`config.mk`:
```
export PLATFORM = sky130hd
export DESIGN_NAME = mac_vec_pipe
export DESIGN_NICKNAME = d
export VERILOG_FILES = /design/src/rtl/mac_pkg.sv /design/src/rtl/mac_vec_lane.sv /design/src/rtl/mac_vec_pipe.sv
export SDC_FILE = /design/constraint.sdc
export NUM_CORES = 1
export LEC_CHECK = 0
export CORE_ASPECT_RATIO = 0.7
export CORE_MARGIN = 4
export CORE_UTILIZATION = 48
export DETAILED_ROUTE_END_ITERATION = 12
export PLACE_DENSITY = 0.68
export SETUP_SLACK_MARGIN = 0.05
export SLEW_MARGIN = 0
export SYNTH_ARGS = -nofsm -noshare
export SYNTH_HDL_FRONTEND = slang
export SYNTH_SLANG_ARGS = --single-unit
```
`constraint.sdc`:
```
create_clock -name clk -period 6.32 [get_ports clk]
set_input_delay 0.632 -clock clk [delete_from_list [all_inputs] [get_ports clk]]
set_output_delay 0.632 -clock clk [all_outputs]
set_load 0.02 [all_outputs]
```
`src/rtl/mac_pkg.sv`:
```
// Shared defaults and the lane accumulate step for the vector MAC engine.
// The accumulate step is used by the RTL lanes and the reference model alike.
package mac_pkg;

    localparam int unsigned DATA_WIDTH_DEF = 8;
    localparam int unsigned ACC_WIDTH_DEF  = 3 * DATA_WIDTH_DEF;
    localparam int unsigned NUM_CH_DEF     = 4;
    localparam int unsigned LEN_WIDTH_DEF  = 8;
    localparam int unsigned ACC_MAX        = 64;
    localparam int unsigned ACC_EXT        = ACC_MAX + 1;

    typedef struct packed {
        logic               ovf;
        logic [ACC_MAX-1:0] sum;
    } acc_res_t;

    // Add p to acc within a w-bit accumulator; saturate or wrap on overflow.
    function automatic acc_res_t acc_add(input logic [ACC_MAX-1:0] acc,
                                         input logic [ACC_MAX-1:0] p,
                                         input logic               sat,
                                         input int unsigned        w);
        logic [ACC_EXT-1:0] s;
        logic [ACC_EXT-1:0] lim;
        acc_res_t           r;
        s     = {1'b0, acc} + {1'b0, p};
        lim   = ACC_EXT'(1) << w;
        r.ovf = (s >= lim);
        if (r.ovf && sat) begin
            r.sum = ACC_MAX'(lim - ACC_EXT'(1));
        end else begin
            r.sum = ACC_MAX'(s & (lim - ACC_EXT'(1)));
        end
        return r;
    endfunction

endpackage

```
`src/rtl/mac_vec_lane.sv`:
```
// One MAC lane: product register, accumulator, sticky overflow and result register.
// MAC_VEC_SAT_EN selects saturating accumulation with overflow reporting.
module mac_vec_lane
    import mac_pkg::*;
#(
    parameter int unsigned DATA_WIDTH = DATA_WIDTH_DEF,
    parameter int unsigned ACC_WIDTH  = ACC_WIDTH_DEF
) (
    input  logic                  clk,
    input  logic                  rst_n,
    input  logic                  clr,
    input  logic                  load,
    input  logic [DATA_WIDTH-1:0] a,
    input  logic [DATA_WIDTH-1:0] b,
    input  logic                  adv,
    input  logic                  first,
    input  logic                  last,
    output logic [ACC_WIDTH-1:0]  c,
    output logic                  ovf
);

    localparam int unsigned P_WIDTH = 2 * DATA_WIDTH;
`ifdef MAC_VEC_SAT_EN
    localparam logic SAT = 1'b1;
`else
    localparam logic SAT = 1'b0;
`endif

    logic [P_WIDTH-1:0]   p;
    logic [ACC_WIDTH-1:0] acc;
    logic                 ovf_run;
    acc_res_t             add_c;
    logic [ACC_WIDTH-1:0] nxt_sum_c;
    logic                 nxt_ovf_c;
    logic                 unused_sum_c;

    // First beat restarts the sum; later beats add with wrap or saturation.
    always_comb begin
        add_c        = acc_add(ACC_MAX'(acc), ACC_MAX'(p), SAT, ACC_WIDTH);
        unused_sum_c = ^add_c.sum[ACC_MAX-1:ACC_WIDTH];
        nxt_sum_c    = add_c.sum[ACC_WIDTH-1:0];
        nxt_ovf_c    = SAT & (ovf_run | add_c.ovf);
        if (first) begin
            nxt_sum_c = ACC_WIDTH'(p);
            nxt_ovf_c = 1'b0;
        end
    end

    always_ff @(posedge clk or negedge rst_n) begin
        if (!rst_n) begin
            p       <= '0;
            acc     <= '0;
            ovf_run <= 1'b0;
            c       <= '0;
            ovf     <= 1'b0;
        end else if (clr) begin
            p       <= '0;
            acc     <= '0;
            ovf_run <= 1'b0;
            c       <= '0;
            ovf     <= 1'b0;
        end else begin
            if (load) begin
                p <= P_WIDTH'(a) * P_WIDTH'(b);
            end
            if (adv) begin
                acc     <= nxt_sum_c;
                ovf_run <= nxt_ovf_c;
                if (last) begin
                    c   <= nxt_sum_c;
                    ovf <= nxt_ovf_c;
                end
            end
        end
    end

endmodule

```
`src/rtl/mac_vec_pipe.sv`:
```
// Multi-lane pipelined dot-product engine with valid/ready in and out.
// Define MAC_VEC_SAT_EN for saturating accumulation and per-lane overflow flags.
module mac_vec_pipe
    import mac_pkg::*;
#(
    parameter int unsigned DATA_WIDTH = DATA_WIDTH_DEF,
    parameter int unsigned ACC_WIDTH  = 3 * DATA_WIDTH,
    parameter int unsigned NUM_CH     = NUM_CH_DEF,
    parameter int unsigned LEN_WIDTH  = LEN_WIDTH_DEF
) (
    input  logic                          clk,
    input  logic                          rst_n,
    input  logic                          clr,
    input  logic [LEN_WIDTH-1:0]          len,
    input  logic                          in_valid,
    output logic                          in_ready,
    input  logic [NUM_CH*DATA_WIDTH-1:0]  a_in,
    input  logic [NUM_CH*DATA_WIDTH-1:0]  b_in,
    output logic                          out_valid,
    input  logic                          out_ready,
    output logic [NUM_CH*ACC_WIDTH-1:0]   c_out,
    output logic [NUM_CH-1:0]             ovf,
    output logic                          busy
);

    logic [LEN_WIDTH-1:0] cnt;
    logic [LEN_WIDTH-1:0] len_q;
    logic                 s1_valid;
    logic                 s1_first;
    logic                 s1_last;
    logic                 stall_c;
    logic                 accept_c;
    logic                 adv_c;
    logic                 beat_first_c;
    logic                 beat_last_c;
    logic [LEN_WIDTH-1:0] len_cur_c;

    // Handshake and beat-position decode; a last beat waiting on a full output stalls the pipe.
    always_comb begin
        stall_c      = s1_valid & s1_last & out_valid & ~out_ready;
        in_ready     = ~clr & ~stall_c;
        accept_c     = in_valid & in_ready;
        adv_c        = s1_valid & ~stall_c & ~clr;
        beat_first_c = (cnt == '0);
        len_cur_c    = len_q;
        if (beat_first_c) begin
            len_cur_c = (len == '0) ? LEN_WIDTH'(1) : len;
        end
        beat_last_c  = (cnt == len_cur_c - LEN_WIDTH'(1));
        busy         = (cnt != '0) | s1_valid;
    end

    always_ff @(posedge clk or negedge rst_n) begin
        if (!rst_n) begin
            cnt       <= '0;
            len_q     <= '0;
            s1_valid  <= 1'b0;
            s1_first  <= 1'b0;
            s1_last   <= 1'b0;
            out_valid <= 1'b0;
        end else if (clr) begin
            cnt       <= '0;
            len_q     <= '0;
            s1_valid  <= 1'b0;
            s1_first  <= 1'b0;
            s1_last   <= 1'b0;
            out_valid <= 1'b0;
        end else begin
            if (accept_c) begin
                if (beat_first_c) begin
                    len_q <= len_cur_c;
                end
                cnt <= beat_last_c ? '0 : cnt + LEN_WIDTH'(1);
            end
            if (!stall_c) begin
                s1_valid <= accept_c;
                s1_first <= beat_first_c;
                s1_last  <= beat_last_c;
            end
            if (adv_c && s1_last) begin
                out_valid <= 1'b1;
            end else if (out_ready) begin
                out_valid <= 1'b0;
            end
        end
    end

    for (genvar i = 0; i < NUM_CH; i++) begin : g_lane
        mac_vec_lane #(
            .DATA_WIDTH (DATA_WIDTH),
            .ACC_WIDTH  (ACC_WIDTH)
        ) u_lane (
            .clk   (clk),
            .rst_n (rst_n),
            .clr   (clr),
            .load  (accept_c),
            .a     (a_in[i*DATA_WIDTH +: DATA_WIDTH]),
            .b     (b_in[i*DATA_WIDTH +: DATA_WIDTH]),
            .adv   (adv_c),
            .first (s1_first),
            .last  (s1_last),
            .c     (c_out[i*ACC_WIDTH +: ACC_WIDTH]),
            .ovf   (ovf[i])
        );
    end

endmodule

```
* Word-level counts from Yosys, hierarchy flattened *
Index checks and enable logic that the tools add are counted.
Widths: inputs -> output; s select.

cells by class
  multipliers = 4
  magnitude comparators = 0
  reductions and logical operators = 11
  shift-type cells = 0
  mux-type cells = 52
  bitwise gates (word level) = 11
  divide/modulo/power cells = 0
  $add $sub $neg = 6
  equality and inequality tests = 2

operators by type and width
  kind                 count
  $mux 24              24
  $mux 16              8
  $add 24x16->24       4
  $mul 8x8->16         4
  $mux 8               8
  $logic_not 8->1      2
  $mux 1               12
  $add 8x1->8 const B  1
  $eq 8x8->1           1
  $reduce_bool 2->1    4
  $reduce_bool 8->1    1
  $sub 8x1->8 const B  1
  $and 1x1->1          7
  $reduce_and 2->1     2
  $not 1->1            3
  $reduce_bool 3->1    1
  $ne 2x2->1 const B   1
  $logic_and 1x1->1    1
  $or 1x1->1           1

word-level totals
  bits in read-only memories = 0
  latch bits = 0
  word-level logic and storage cells = 105
  memory bits (writable) = 0
  memories kept = 0
  input port bits = 77
  register bits after elaboration = 277
  output and inout bits = 103

* Depth between registers and ports, before layout *
Gate-level depths: netlist of the first run.

  depth in word-level cells = 9
  mapped depth = 18
  mapped depth without buffers = 18

* By module *
A second synthesis of the first run with hierarchy kept.

unflattened totals
  cell total of the unflattened synthesis = 2828
  area, all modules = 25341.8 sq um

by module, submodules not included
  module                               seq. area each (sq um)  area each (sq um)  instances  cells an instance
  mac_vec_lane (g_lane[2].u_lane ...)  1601.5                  5895.7             2          658
  mac_vec_lane (g_lane[1].u_lane)      1601.5                  6098.3             1          674
  mac_vec_lane (g_lane[0].u_lane)      1601.5                  5881.9             1          658
  mac_vec_pipe                         500.5                   1570.3             1          180

* Least setup slack after synthesis of the first run *
Ideal clock, no wire load.

  kind = input -> register
  start point = input port a_in[1]
  end point = register g_lane[0].u_lane.p[15]
  data arrival time = 4311 ps
  cell stages on the path = 17
  required time = 6187 ps
  setup time = 133 ps
  buffers on the path = 0
  path slack = 1876 ps
  path through = and2_1 > fa_1 > fa_1 > inv_1 > fa_1 > fa_1 > inv_1 > ha_1 > inv_1 > o21bai_1 > a21oi_1 > o21ai_0 > a21o_1 > a41oi_1 > a21oi_1 > xnor2_1 > o21ai_0

on the way
  cells in the longest elaborated chain, start to end = 3

RTL lines
  what                    line                RTL
  start: declaration      mac_vec_pipe.sv:17  input logic [NUM_CH*DATA_WIDTH-1:0] a_in,
  $mul 8x8->16            mac_vec_lane.sv:64  p <= P_WIDTH'(a) * P_WIDTH'(b);
  $mux 16                 mac_vec_lane.sv:63  if (load) begin
  $mux 16                 mac_vec_lane.sv:56  end else if (clr) begin
  end signal: assignment  mac_vec_lane.sv:64
  end: declaration        mac_vec_lane.sv:29  logic [P_WIDTH-1:0] p;

Every way passes these cells. The select of a mux whose other input is x is not followed.
A chain may end at the register's enable or synchronous reset.

* Worst setup path after layout of the first run *
Ends and elaborated chain as after synthesis.

==> out/results.ini, run 1 <==
[status]
run_status=complete, no violations

[global_routing]
grt_max_degree=138
antenna_found_initial=2
grt_remaining_overflow=0
grt_pass1_vias=19000
grt_pass1_wl_um=100000
track_usage_pct=23.2

[timing]
setup_tns_ns=0
setup_viol=0
slew_viol_final=0
rsz0062_at_grt=no
tightest_slew_ns=1.23
fmax_mhz=206
post-route-min-period_ns=4.86
fin_ws_ns=1.46
finalHoldViolCount=0
fin_crit_sh_pct=76.9
maxSlewHeadroom_pct=18.0
hold_slack_ns=0.0176
fin_skew_ns=0.0335

[pwr]
sequentialPowerShare_pct=30.1
vdd_drop_max_mv=0.196
p_switching_mw=2.84
pwr_density_cell_mw_per_mm2=270
leakagePower_nw=12.7
swShare_pct=39.2
combPwrFrac_pct=45.2
p_total_mw=7.24
power.share.clock_pct=24.7
p_int_mw=4.40

[synth]
synth_area_leaders=dfrtp_1, fa_1, ha_1
synth_fa_ha_area_share_pct=23.8
synthMuxAreaShare_pct=1.23
synth_area_mm2=0.0235
synth.ff_latch_count=276
synth_top_area_share_pct=29.4
netlist_top_cells_count=nand2_1, dfrtp_1, inv_1
synth_top_family_by_area=adder cells
yosysSeqAreaShare_pct=29.4
yosysUniqueCellTypes=75
synth_flop_cell=dfrtp_1
async_reset_ff_share_pct=100
synthXorXnorAreaFrac_pct=4.69
ys_warn_count=0
synth-edff-count=0
synth_top_area_cell=dfrtp_1
synth.most_common_cell=nand2_1
yosys.area_share.simple_pct=20.9
syn_inst=2673
syn_avg_cell_area_um2=8.80
synth_compound_area_share_pct=14.4

[floorplan]
core_area_mm2=0.0481
die_h_um=193
start_util_pct=48.9
rows=67
ioPinCount=180
die-area_mm2=0.0527
die_width_um=273

[drt]
first_pass_iters=5
drc=0
vias=19300
wire_per_inst_um=17.6
met2_length_um=26800
wl_met1_um=29100
avgViaCountPerCell=5.55
wirelength_um=61200
detail-route-antenna-nets=0
drtIter0Drc=1463
wl_met3_um=4270
highest_layer=met4

[worst_setup_path]
startpoint_type=primary input
r2r-start=g_lane[0].u_lane.p[0]
arrival_ns=5.28
cp.required_ns=6.74
path_class=in2reg
critPathCaptureType=flip-flop
rrSetupSlack_ns=2.51
path_max_fanout=8
r2r_cells=11
rr_endpoint=g_lane[0].u_lane.acc[20]

[flow_run]
maxCapViolCount=0

[hold_path]
hp-class=in2async

[clock_tree]
cts_hold_buf=0
clock_path_buffers=3
post_cts_buffers=0
clkTransAtPathRegs_ns=0.06
cts_tree=built
clk_latency_ns=0.59
cts_resized=0
cts.sinks=276
numCtsBuffers=29
htreeDepth=1
cts-root-buf=clkbuf_16

[cells_and_area]
area_growth_pct=14.2
seqCellArea_mm2=0.00691
antenna_cells=0
multiInputGateArea_mm2=0.0153
nFillCells=4301
drive_gt1_share_pct=3.44
nets=3232
utilization_pct=55.8

[placed_design]
gp_congestion=0.875
portBuffers=175
dp_worst_setup_slack_ns=0.843
place_hpwl_um=45400

## registers in the layout, summed over array words and instances, names as in the netlist
register and count:
s1_first 1, g_lane.u_lane.p 64, s1_last 1, out_valid 1, len_q 8, g_lane.u_lane.acc 96, g_lane.u_lane.c 96, s1_valid 1
cnt 8
## cells in the final DEF (no fill, tap or decap), types with 5 or more instances in the layout
master / synthesis / final
o211ai_1: 11 / 11
nand2_1: 365 / 364
xor2_1: 43 / 43
nand3_1: 51 / 51
a21o_1: 55 / 55
o2111ai_1: 7 / 7
a21oi_1: 112 / 112
nor4_1: 6 / 6
o21bai_1: 10 / 10
a22o_1: 5 / 5
ha_1: 211 / 211
nand4_1: 12 / 12
nor2b_1: 13 / 13
o21ai_1: 10 / 10
or3_1: 25 / 25
buf_4: 4 / 17
o21a_1: 13 / 13
a211oi_1: 48 / 48
a31oi_1: 7 / 7
mux2i_1: 23 / 23
nand3b_1: 42 / 42
fa_1: 148 / 148
and3_1: 14 / 14
nor2_1: 155 / 151
o31ai_1: 31 / 31
a41oi_1: 7 / 7
clkinv_2: 0 / 9
xnor2_1: 83 / 83
clkdlybuf4s50_1: 0 / 173
nand2b_1: 40 / 40
or2_2: 6 / 6
nor3_1: 48 / 48
dfrtp_1: 276 / 275
o21ai_0: 183 / 183
o41ai_1: 7 / 7
clkbuf_16: 0 / 29
and2_1: 205 / 204
inv_1: 239 / 239
## power groups by stage
| stage | clock network (mW) | registers [mW] | logic (mW) |
|---|---|---|---|
| 2_1_floorplan | 0 | 2.19 | 2.40 |
| 3_3_place_gp | 0 | 2.20 | 3.16 |
| 3_5_place_dp | 0 | 2.21 | 3.26 |
| 4_1_cts | 1.83 | 2.18 | 3.29 |
| 5_1_grt | 1.90 | 2.21 | 3.72 |
| 6_report | 1.78 | 2.18 | 3.28 |
## layer usage
| metal | vias to the layer above | GRT usage, % |
|---|---|---|
| li1 | 9247 | - |
| met1 | 9428 | 34.5 |
| met2 | 527 | 36.1 |
| met3 | 71 | 4.49 |
| met4 | 0 | 3.70 |
| met5 | - | 0 |
## layout make-up
| cell class | count | share of cell area, % |
|---|---|---|
| flip-flops and latches | 276 | 25.7 |
| clock buffers | 37 | 2.96 |
| well taps | 655 | 3.05 |
| repair buffers | 193 | 7.10 |
| clock inverters | 17 | 0.699 |
| inverters | 239 | 3.34 |
| multi-input cells | 2057 | 57.1 |
## critical path, cell delays in order
cell and delay (ns):
clkdlybuf4s50_1 0.54, and2_1 0.24, fa_1 0.46, fa_1 0.54, inv_1 0.05, fa_1 0.47
fa_1 0.55, inv_1 0.04, ha_1 0.26, inv_1 0.06, o21bai_1 0.24, a21oi_1 0.11
o21ai_0 0.31, a21o_1 0.20, a41oi_1 0.18, a21oi_1 0.19, xnor2_1 0.12, o21ai_0 0.09
## worst max path at each step
stage / start / to / slack [ns] / cells past startpoint
floorplan: a_in[1] / g_lane[0].u_lane.p[15] / 1.88 / 17
global placement: a_in[1] / g_lane[0].u_lane.p[15] / 0.93 / 18
detailed placement: a_in[1] / g_lane[0].u_lane.p[15] / 0.84 / 18
CTS: a_in[1] / g_lane[0].u_lane.p[15] / 1.43 / 18
global route: a_in[1] / g_lane[0].u_lane.p[15] / 1.10 / 18
finish: a_in[1] / g_lane[0].u_lane.p[15] / 1.46 / 18
## stage by stage
| stage | cells | cell area [um^2] |
|---|---|---|
| 2_1_floorplan | 2676 | 23500 |
| 5_1_grt | 3474 | 26800 |
| 3_5_place_dp | 3420 | 25900 |
| 6_report | 3474 | 26800 |
| 3_3_place_gp | 3420 | 25900 |
| 4_1_cts | 3474 | 26800 |
## cell families (layout without fill, tap and decap cells)
group	count (synthesis)	after routing
mux	28	28
flops	276	276
compound gates	542	542
other cells	1	4
simple gates	998	998
buf+inv	343	486
xor+xnor	126	126
fa+ha+maj	359	359
Note: power is estimated with default switching activity, not from simulation.
==> run 2: changes to the inputs <==
- PLACE_DENSITY: 0.68 -> 0.7
- clock period: 6.32 -> 4.38 ns (I/O delays scaled with it)
==> run 2 against run 1 <==
  * Sequential share of layout area decreased by 1.3 points
  * Core utilization is 2.9 points higher
  * Non-clock buffer count rose by 146
  * Critical endpoint is now g_lane[2].u_lane.p[13]
  * Largest power group unchanged
==> out/results.ini, run 2 (synthesis gave the netlist of run 1 again) <==
[status]
run_status=complete, no violations

[floorplan]
die_h_um=193
die_width_um=273
start_util_pct=48.9
ioPinCount=180
rows=67
die-area_mm2=0.0527
core_area_mm2=0.0481

[worst_setup_path]
critPathCaptureType=flip-flop
cp.required_ns=4.82
startpoint_type=primary input
path_class=in2reg
arrival_ns=4.62
path_max_fanout=3

[global_routing]
grt_pass1_vias=19800
track_usage_pct=23.9
grt_max_degree=105
antenna_found_initial=3
grt_remaining_overflow=0
grt_pass1_wl_um=103000

[pwr]
power.share.clock_pct=24.6
p_total_mw=11.4
swShare_pct=38.0
p_int_mw=7.06
combPwrFrac_pct=47.6
p_switching_mw=4.32
sequentialPowerShare_pct=27.8
pwr_density_cell_mw_per_mm2=403
vdd_drop_max_mv=0.309
leakagePower_nw=13.8

[clock_tree]
numCtsBuffers=28
cts_tree=built
clkTransAtPathRegs_ns=0.07
htreeDepth=1
cts.sinks=276
clock_path_buffers=3
cts-root-buf=clkbuf_16
clk_latency_ns=0.59

[drt]
vias=19900
first_pass_iters=5
wirelength_um=63200
detail-route-antenna-nets=0
wire_per_inst_um=17.5
drtIter0Drc=1344
avgViaCountPerCell=5.49
drc=0

[cells_and_area]
drive_gt1_share_pct=8.88
reg_top3=g_lane.u_lane.acc: 96 flops, g_lane.u_lane.c: 96 flops, g_lane.u_lane.p: 64 flops
seqCellArea_mm2=0.00691
final_common_cell=nand2_1
utilization_pct=58.7
antenna_cells=0
multiInputGateArea_mm2=0.0155
layout.cells.most_common_list=nand2_1, dfrtp_1, inv_1, ha_1, and2_1
nFillCells=4197
area_growth_pct=20.2
nets=3377

[timing]
post-route-min-period_ns=4.18
fin_ws_ns=0.198
fin_skew_ns=0.0330
maxSlewHeadroom_pct=29.2
finalHoldViolCount=0
setup_viol=0
slew_viol_final=0
fin_crit_sh_pct=95.5
tightest_slew_ns=1.05
rsz0062_at_grt=no
fmax_mhz=239
setup_tns_ns=0

[placed_design]
gp_congestion=0.891
place_hpwl_um=47600
portBuffers=175
dp_worst_setup_slack_ns=-0.702

[flow_run]
maxCapViolCount=0

[hold_path]
hp-class=in2reg

==> run 2: repair_timing <==
| item | 4_1_cts | 5_1_grt |
|---|---|---|
| pin swaps | 1 | 19 |
| resized for setup | 14 | 55 |
| buffers inserted | 1 | 1 |
| endpoints found under the setup margin | 10 | 22 |
| endpoints found under the hold margin | 74 | 0 |
| hold buffers | 1 | 0 |
==> run 2: power groups by stage <==
| stage | Clock, mW | Combinational, mW | Sequential [mW] |
|---|---|---|---|
| after floorplan | 0 | 3.46 | 3.15 |
| after global placement | 0 | 5.02 | 3.19 |
| after detailed placement | 0 | 5.19 | 3.21 |
| after CTS | 2.83 | 5.30 | 3.16 |
| after global routing | 2.94 | 6.12 | 3.20 |
| final | 2.80 | 5.42 | 3.17 |
==> run 2: final timing paths <==
check                                      endpoint  cells past startpoint                     from  slack [ns]
min in group asynchronous  g_lane[2].u_lane.acc[22]                      2                    rst_n        0.48
max in group asynchronous    g_lane[3].u_lane.c[15]                      3                    rst_n        2.82
min                           g_lane[1].u_lane.p[0]                      4                  a_in[8]        0.37
max reg2reg                  g_lane[0].u_lane.c[19]                      9  g_lane[0].u_lane.acc[1]        0.74
max                          g_lane[2].u_lane.p[13]                     17                 a_in[21]        0.20
min reg2reg                   g_lane[0].u_lane.c[5]                      2    g_lane[0].u_lane.c[5]        0.47
==> run 2: cell type report <==
class	count	share of cell area (%)
clock buffer	37	2.74
clock inverter	15	1.05
inverter	239	3.17
multi-input combinational	2057	54.7
sequential	276	24.4
tap	655	2.90
timing repair buffer	339	11.0
==> run 2: layer usage <==
layer | routed length [um] | share of wire [%] | track usage, %
met5 | 33 | 0.052 | 0
met4 | 1010 | 1.6 | 4.06
met3 | 4140 | 6.5 | 4.38
met2 | 28000 | 44 | 37.6
met1 | 30000 | 47 | 35.1
==> run 2: through the flow <==
step / cell area (um^2) / instances / hold WS, ns
after floorplan: 23500 / 2676 / 0.142
after global placement: 27000 / 3563 / 0.450
after detailed placement: 27000 / 3563 / 0.461
after CTS: 28100 / 3617 / 0.408
after global routing: 28300 / 3618 / 0.398
final: 28300 / 3618 / 0.365
==> run 2: critical path, stage by stage <==
cell and delay (ns):
clkdlybuf4s50_1 0.48, nand2_1 0.08, fa_1 0.52, fa_1 0.56, inv_1 0.05, fa_1 0.47, inv_1 0.05, fa_1 0.47
inv_1 0.04, ha_1 0.30, a21o_1 0.17, a21o_1 0.18, a21o_1 0.21, a41oi_2 0.25, nand2b_1 0.10, xnor2_1 0.16
o21ai_0 0.09
==> run 3: changes to the inputs <==
==> constraint.sdc (replaced) <==
create_clock -name clk -period 4.38 [get_ports clk]
set_input_delay 0.876 -clock clk [delete_from_list [all_inputs] [get_ports clk]]
set_output_delay 0.876 -clock clk [all_outputs]
set_load 0.02 [all_outputs]
==> run 3 against run 2 <==
  * Via count is 1.1% higher
  * Sequential share of layout area is 0.34 points lower
  * Sequential power hardly changed
  * Clock-buffer cell count stayed put
  * First-iteration DRC count is 9.2% higher
  * Wire length is 0.67% higher
  * Final cell count is 0.83% higher
  * Highest routed layer unchanged
  * Power is 2.2% higher
==> out/results.ini, run 3 (synthesis gave the netlist of run 1 again) <==
[clock_tree]
cts_tree=built
cts_hold_buf=0
clk_latency_ns=0.57
clkTransAtPathRegs_ns=0.06
htreeDepth=1
clock_path_buffers=3
numCtsBuffers=28
cts.sinks=276
cts-root-buf=clkbuf_16

[hold_path]
hp-class=in2async

[drt]
avgViaCountPerCell=5.51
drtIter0Drc=1467
vias=20100
wire_per_inst_um=17.4
wirelength_um=63600
detail-route-antenna-nets=0
drc=0
first_pass_iters=5

[pwr]
sequentialPowerShare_pct=27.0
swShare_pct=38.0
pwr_density_cell_mw_per_mm2=406
power.share.clock_pct=22.3
p_switching_mw=4.43
p_int_mw=7.21
vdd_drop_max_mv=0.317
combPwrFrac_pct=50.6
leakagePower_nw=13.7

[worst_setup_path]
path_max_fanout=5
critPathCaptureType=flip-flop
startpoint_type=primary input
rrSetupSlack_ns=0.83
critPathLaunch=b_in[19]
arrival_ns=4.63
path_class=in2reg
r2r-start=cnt[4]
cp.required_ns=4.77

[floorplan]
start_util_pct=48.9
ioPinCount=180
core_area_mm2=0.0481
die_width_um=273
rows=67
die-area_mm2=0.0527
die_h_um=193

[timing]
setup_viol=0
maxSlewHeadroom_pct=17.3
slew_viol_final=0
fin_crit_sh_pct=96.9
hold_slack_ns=0.333
tightest_slew_ns=1.24
fmax_mhz=236
rsz0062_at_grt=yes
post-route-min-period_ns=4.24
finalHoldViolCount=0
fin_skew_ns=0.0307

[global_routing]
antenna_found_initial=1
grt_pass1_vias=20000
grt_max_degree=100
grt_remaining_overflow=0
track_usage_pct=24.0
grt_pass1_wl_um=104000

[cells_and_area]
final_cell_count_no_fill=3648
antenna_cells=0
area_growth_pct=21.9
final_common_cell=nand2_1
nFillCells=4257
nets=3407
layout.cells.most_common_list=nand2_1, dfrtp_1, inv_1, ha_1, and2_1
reg_top3=g_lane.u_lane.acc: 96 flops, g_lane.u_lane.c: 96 flops, g_lane.u_lane.p: 64 flops
drive_gt1_share_pct=14.3
fin_area_mm2=0.0287

[placed_design]
dpl_cell_area_mm2=0.0273
portBuffers=175
dp_cells=3584
place_hpwl_um=48000
gp_congestion=0.884

[flow_run]
maxCapViolCount=0

[status]
run_status=complete, no violations

-- run 3: final timing paths --
check                                         end  cells after the start
min                        g_lane[0].u_lane.c[20]                      1
min in group clk            g_lane[3].u_lane.c[4]                      2
max in group asynchronous  g_lane[1].u_lane.c[11]                      2
max                        g_lane[2].u_lane.p[11]                     19
max reg2reg                                cnt[5]                     11
min reg2reg                 g_lane[3].u_lane.c[4]                      2
-- run 3: area by class of cell --
cell class                 instances  area [um^2]  area share (%)
clock buffer                      37          795            2.77
clock inverter                    15          201           0.703
tap                              655          820            2.86
timing repair buffer             369         3160            11.0
multi-input combinational       2057        15900            55.4
inverter                         239          900            3.14
sequential                       276         6910            24.1
-- run 3: what timing repair did --
action                                 CTS  global route
endpoints found under the hold margin    0             0
pin swaps                               64            93
gates resized for setup                199           121
buffers inserted                        10             2
setup endpoints to repair               25            18
-- run 3: routing by layer --
metal,wire length [um],up-vias,global-route usage (%)
met3,4330,78,3.64
met1,30700,9821,36.4
li1,-,9595,-
met4,1210,2,4.87
met2,27400,600,36.7
met5,10,-,0
-- run 3: worst max-delay path, cell delays in order --
cell	delay [ns]
buf_6	0.11
buf_6	0.11
and2_4	0.13
fa_2	0.39
fa_1	0.46
ha_1	0.30
inv_2	0.04
fa_1	0.51
inv_2	0.05
ha_4	0.24
a21o_1	0.16
a21o_1	0.17
a21o_1	0.18
a21o_1	0.17
a21o_1	0.19
buf_4	0.14
a21oi_2	0.13
xor2_1	0.18
o21ai_0	0.10
-- run 3: power groups by stage --
stage	registers, mW	clock network, mW	logic (mW)
2_1_floorplan	3.15	0	3.64
6_report	3.15	2.60	5.89
3_5_place_dp	3.19	0	5.53
4_1_cts	3.14	2.63	5.72
3_3_place_gp	3.17	0	5.33
5_1_grt	3.18	2.74	6.64
-- run 3: per-stage QoR --
step | setup WS (ns) | util (%) | TNS (ns) | power [mW]
floorplan | -0.0560 | - | -0.161 | 6.80
global placement | -0.846 | 56.8 | -20.37 | 8.51
detailed placement | -0.918 | 56.8 | -23.55 | 8.71
CTS | 0.0285 | 59.2 | 0 | 11.5
global route | 0.0213 | 59.6 | 0 | 12.6
finish | 0.135 | 59.6 | 0 | 11.6
